`config.mk`:
```
export PLATFORM = sky130hd
export DESIGN_NAME = instr_fetch
export DESIGN_NICKNAME = d
export VERILOG_FILES = /design/src/rtl/instr_fetch.sv
export SDC_FILE = /design/constraint.sdc
export NUM_CORES = 1
export LEC_CHECK = 0
export BUFFER_PORTS_ARGS = -buffer_cell sky130_fd_sc_hd__buf_4
export CORE_MARGIN = 3
export CORE_UTILIZATION = 55
export DETAILED_ROUTE_END_ITERATION = 12
export GPL_TIMING_DRIVEN = 0
export PLACE_DENSITY = 0.88
export SLEW_MARGIN = 20
export SYNTH_ARGS = -nofsm -noshare
export SYNTH_HDL_FRONTEND = slang
export SYNTH_SLANG_ARGS = --single-unit
```
`constraint.sdc`:
```
create_clock -name clk_in -period 4.72 [get_ports clk_in]
set_clock_uncertainty 0.1 [all_clocks]
set_input_delay 0.472 -clock clk_in [delete_from_list [all_inputs] [get_ports clk_in]]
set_output_delay 0.472 -clock clk_in [all_outputs]
set_load 0.02 [all_outputs]
```
`src/rtl/instr_fetch.sv`:
```
// Fetch stage: owns the PC, fetches over a req/ack memory port and holds the word for the decoder.
// Optional macro FETCH_TIMEOUT_EN adds a MAX_WAIT-cycle fetch timeout with a sticky error flag.
module instr_fetch #(
    parameter logic [31:0] RESET_PC = 32'h0000_0000,
    parameter int unsigned MAX_WAIT = 15
) (
    input  logic        clk_in,
    input  logic        rst_in,
    input  logic        pc_enable_in,
    input  logic        stall_in,
    output logic [31:0] imem_addr_out,
    output logic        imem_req_out,
    input  logic        imem_ack_in,
    input  logic [31:0] imem_data_in,
    output logic [31:0] instr_out,
    output logic [5:0]  opcode_out,
    output logic [5:0]  func_out,
    output logic        instr_valid_out,
    output logic [31:0] pc_out,
    output logic        fetch_err_out
);

    localparam logic [31:0] START_PC = {RESET_PC[31:2], 2'b00};

    typedef enum logic [1:0] {IDLE, FETCH, HOLD} state_t;
    state_t state;

    if (MAX_WAIT < 1 || MAX_WAIT > 255) begin : g_bad_max_wait
        $error("instr_fetch: MAX_WAIT must be in 1..255");
    end

    assign opcode_out = instr_out[31:26];
    assign func_out   = instr_out[5:0];

`ifdef FETCH_TIMEOUT_EN
    localparam logic [7:0] WAIT_LAST = 8'(MAX_WAIT - 1);
    logic [7:0] wait_cnt;
    logic       timeout;
    assign timeout = (wait_cnt == WAIT_LAST);
`else
    assign fetch_err_out = 1'b0;
`endif

    always_ff @(posedge clk_in) begin
        if (rst_in) begin
            state           <= IDLE;
            pc_out          <= START_PC;
            imem_addr_out   <= START_PC;
            imem_req_out    <= 1'b0;
            instr_out       <= 32'h0;
            instr_valid_out <= 1'b0;
`ifdef FETCH_TIMEOUT_EN
            fetch_err_out   <= 1'b0;
            wait_cnt        <= 8'd0;
`endif
        end else begin
            case (state)
                IDLE: begin
                    imem_req_out  <= 1'b1;
                    imem_addr_out <= pc_out;
                    state         <= FETCH;
                end
                // An outstanding fetch always completes; stall/pc_enable are not looked at here.
                FETCH: begin
                    if (imem_ack_in) begin
                        instr_out       <= imem_data_in;
                        instr_valid_out <= 1'b1;
                        imem_req_out    <= 1'b0;
                        state           <= HOLD;
`ifdef FETCH_TIMEOUT_EN
                        wait_cnt        <= 8'd0;
                    end else if (timeout) begin
                        // Substitute a NOP so execution carries on past the dead address.
                        instr_out       <= 32'h0;
                        instr_valid_out <= 1'b1;
                        imem_req_out    <= 1'b0;
                        fetch_err_out   <= 1'b1;
                        wait_cnt        <= 8'd0;
                        state           <= HOLD;
                    end else begin
                        wait_cnt        <= wait_cnt + 8'd1;
`endif
                    end
                end
                HOLD: begin
                    if (pc_enable_in && !stall_in) begin
                        pc_out          <= pc_out + 32'd4;
                        imem_addr_out   <= pc_out + 32'd4;
                        imem_req_out    <= 1'b1;
                        instr_valid_out <= 1'b0;
                        state           <= FETCH;
                    end
                end
                default: state <= IDLE;
            endcase
        end
    end

endmodule
```
After elaboration in Yosys (flattened, before gate mapping)
Index checks and enable logic that the tools add are counted.

Flip-flop bits (word level): 100. Input bits: 37. Output and inout bits: 111. Word-level logic and storage cells: 34.

Add/subtract/negate cells: 1. Equality and inequality tests: 4. Muxes and demuxes: 11. Reduce and logical (&&, ||, !) cells: 12.

Operator list (count): $pmux 32 s2 (1); $add 32x3->32 const B (1); $mux 32 (1); $reduce_and 2->1 (4); $pmux 2 s3 (1); $reduce_and 3->1 (2); $mux 1 (4); $mux 2 (2); $ne 2x2->1 const B (2); $reduce_bool 2->1 (2); $pmux 1 s3 (1); $reduce_bool 3->1 (1); $eq 2x1->1 const B (1); $eq 2x2->1 const B (1); $logic_not 2->1 (1); $pmux 1 s2 (1); $logic_and 1x1->1 (1); $logic_not 1->1 (1).

Longest topological paths before layout
Word-level depth: 4. Gate-level depth with buffers: 7. Mapped depth without buffers: 6.

Worst setup path after synthesis
Ideal clock, no wire load.

Kind: register to register. Start point: register pc_out[2]. End point: register imem_addr_out[18]. Library setup time: 0.079 ns. Data arrival time: 2.118 ns. Data required time: 4.541 ns. Setup slack: 2.423 ns. Stages on the path, launching flop included: 8. Path buffers: 1. Period minus slack after synthesis: 2.297 ns. Cells stage by stage: dfxtp_1 ha_1 nand2_1 or3_1 buf_2 or3_1 xor2_1 a211oi_2.

Cells in the longest elaborated chain, start to end: 3.

RTL lines: from (decl) (RTL line 19) `output logic [31:0] pc_out,`; from (signal assigned) (RTL line 87) `pc_out <= pc_out + 32'd4;`; $add 32x3->32 (RTL line 88) `imem_addr_out <= pc_out + 32'd4;`; $mux 32 (RTL line 86) `if (pc_enable_in && !stall_in) begin`; $pmux 32 s2 (RTL line 57) `case (state)`; to (signal assigned) (RTL line 60) `imem_addr_out <= pc_out;`; to (signal assigned) (RTL line 88); to (decl) (RTL line 11) `output logic [31:0] imem_addr_out,`.

Every way passes these cells. The select of a mux whose other input is x is not followed. A chain may end at the register's enable or synchronous reset.

Worst setup path after layout
Ends and elaborated chain as after synthesis.

==> flow_metrics.env <==
export IMPL_initial_utilization=0.579
export IMPL_final_area_um2=5930
export IMPL_rows=32
export IMPL_die_y_um=97.2
export IMPL_tightest_slew_ps=747
export IMPL_layout_common_cells="buf_4, nand2_1, dfxtp_1, nor2_1, a21oi_1"
export IMPL_cp_required_ps=4910
export IMPL_avgRoutedWirePerCell_um=17.2
export IMPL_dpl_cell_area_um2=5770
export IMPL_clk_latency_ps=370
export IMPL_setup_violations=0
export IMPL_end_kind="flip-flop"
export IMPL_min_period_ps=2510
export IMPL_cts_clk_slew_worst_paths_ps=100
export IMPL_crit_arrival_ps=2700
export IMPL_cts_max_level=3
export IMPL_cts_setup_buffers=0
export IMPL_ios=148
export IMPL_diodes=0
export IMPL_ys_warn_count=0
export IMPL_worstSetupPathType="reg2reg"
export IMPL_grt_ovfl_total=0
export IMPL_status="finished, final reports clean"
export IMPL_numCtsBuffers=9
export IMPL_nNetsFinal=759
export IMPL_hp_class="in2reg"
export IMPL_synth_area_per_cell_um2=8.09
export IMPL_setup_tns_ps=0
export IMPL_grt_max_degree=16
export IMPL_path_buf_inv=1
export IMPL_max_freq_ghz=0.398
export IMPL_grt_pass1_wl_um=22400
export IMPL_crit_path_cell_trace="ha_1, nand2_1, or3_1, buf_2, or3_1, xor2_1, a211oi_2"
export IMPL_portBuffers=141
export IMPL_drtAntennaViolNets=0
export IMPL_hold_ws_ps=240
export IMPL_critPathMaxStageDelay_ps=510
export IMPL_drt_initial_drc_count=358
export IMPL_synth_top_area_cell="dfxtp_1"
export IMPL_drt_pass1_iterations=6
export IMPL_grt_util_all_layers=0.288
export IMPL_cts_repair_resize_count=0
export IMPL_via_per_inst=5.76
export IMPL_antenna_found_initial=0
export IMPL_drive_gt1_frac=0.276
export IMPL_synthArstFlopShare=0
export IMPL_ir_drop_uv=132
export IMPL_cts_sinks=96
export IMPL_vias=4763
export IMPL_synthesis_area_um2=4570
export IMPL_area_growth_pct=29.8
export IMPL_design_core_area_um2=7890
export IMPL_gp_congestion=0.951
export IMPL_cap_viol_max_count=0
export IMPL_fin_ws_ps=2210
export IMPL_place_ws_ps=2170
export IMPL_p_per_area_nw_per_um2=268
export IMPL_ys_types=54
export IMPL_maxSlewViolCount=0
export IMPL_mostFrequentLayoutCell="buf_4"
export IMPL_seq_area_frac_synth=0.421
export IMPL_hold_violations=0
export IMPL_grt_pass1_vias=4434
export IMPL_cts_root_buffer="clkbuf_8"
export IMPL_drcViolationCount=0
export IMPL_utilization=0.752
export IMPL_hold_buffers=0
export IMPL_cts_max_path_buffers=2
export IMPL_cts_tree="done"
export IMPL_start_kind="flip-flop"
export IMPL_ys_seq_elements=96
export IMPL_cpMaxStageDelayCell="dfxtp_1"
export IMPL_cpMostUsedCell="or3_1"
export IMPL_synth_top_area_frac=0.421
export IMPL_synthCells=565
export IMPL_path_max_fanout=10
export IMPL_die_x_um=97.2
export IMPL_place_hpwl_um=10300
export IMPL_synth_edff_count=0
export IMPL_relSlewSlack=0.500
export IMPL_period_share=0.532
export IMPL_synth_area_leaders="dfxtp_1, nand2_1, xnor2_1, a21oi_1, nor2_1"
export IMPL_synthFlopType="dfxtp_1"
export IMPL_power_static_leakage_nw=2.33
export IMPL_wirelength_um=14200
export IMPL_fp_dieArea_um2=9440
export IMPL_rsz0062_at_grt="no"
export IMPL_path_delay_family="simple AND/OR/NAND/NOR gates"
## stage by stage
step	power, mW	cells
after floorplan	1.01	569
after global placement	1.12	812
after detailed placement	1.13	812
after CTS	1.58	827
after global routing	1.65	827
final	1.59	827
## state kept, by name, summed over array words and instances (netlist names)
signal           cells
instr_out           32
instr_valid_out      1
state                2
pc_out              30
imem_req_out         1
imem_addr_out       30
## cell families after synthesis
logic type      synth area share
simple gates               0.276
mux                      0.00246
buf+inv                   0.0783
xor+xnor                  0.0824
compound gates             0.137
flops                      0.421
other cells             0.000821
fa+ha+maj                0.00274
## layout make-up
class | instances | area, um2
plain buffers | 64 | 335
clock buffers | 10 | 128
clock inverters | 5 | 35.0
fillers | 556 | 1950
inverters | 6 | 22.5
multi-input cells | 403 | 2300
flip-flops and latches | 96 | 1920
well taps | 102 | 128
repair buffers | 141 | 1060
## worst min-delay path, delay by kind of cell
kind / cells / cell delay, ps
compound gates: 1 / 50
buf+inv: 1 / 110
simple gates: 1 / 40
## metal layers
layer / up-vias / track usage / part of all wire
met5: - / 0 / 0
met4: 0 / 0.100 / 0.035
met3: 49 / 0.0747 / 0.097
met2: 288 / 0.479 / 0.48
met1: 2198 / 0.361 / 0.39
li1: 2228 / - / -
## final timing paths
kind                          from                 to  slack, ps  depth (start not counted)
setup / recovery         pc_out[2]  imem_addr_out[18]       2210                          7
hold / removal    imem_data_in[24]      instr_out[24]        240                          3
setup reg to reg         pc_out[2]  imem_addr_out[18]       2210                          7
hold reg to reg      instr_out[13]      instr_out[13]        360                          2
## power breakdown
part / switching, mW / internal, mW / total [mW]
logic: 0.152 / 0.101 / 0.254
registers: 0.0179 / 0.840 / 0.857
clock network: 0.287 / 0.189 / 0.476
## Yosys cell counts (all sizes together), types with 2 or more instances
library cell	instances
o221ai	2
buf	32
o21ai	19
xor2	11
and4	3
a211oi	16
dfxtp	96
and3	4
xnor2	32
a311oi	2
or4	3
nor2	52
a221oi	2
nand2	104
inv	5
clkbuf	32
o21a	2
a21oi	47
or3	16
nor4	18
nand3	18
nor3	14
a22o	2
nor3b	3
nand4	12
Note: power is estimated with default switching activity, not from simulation.
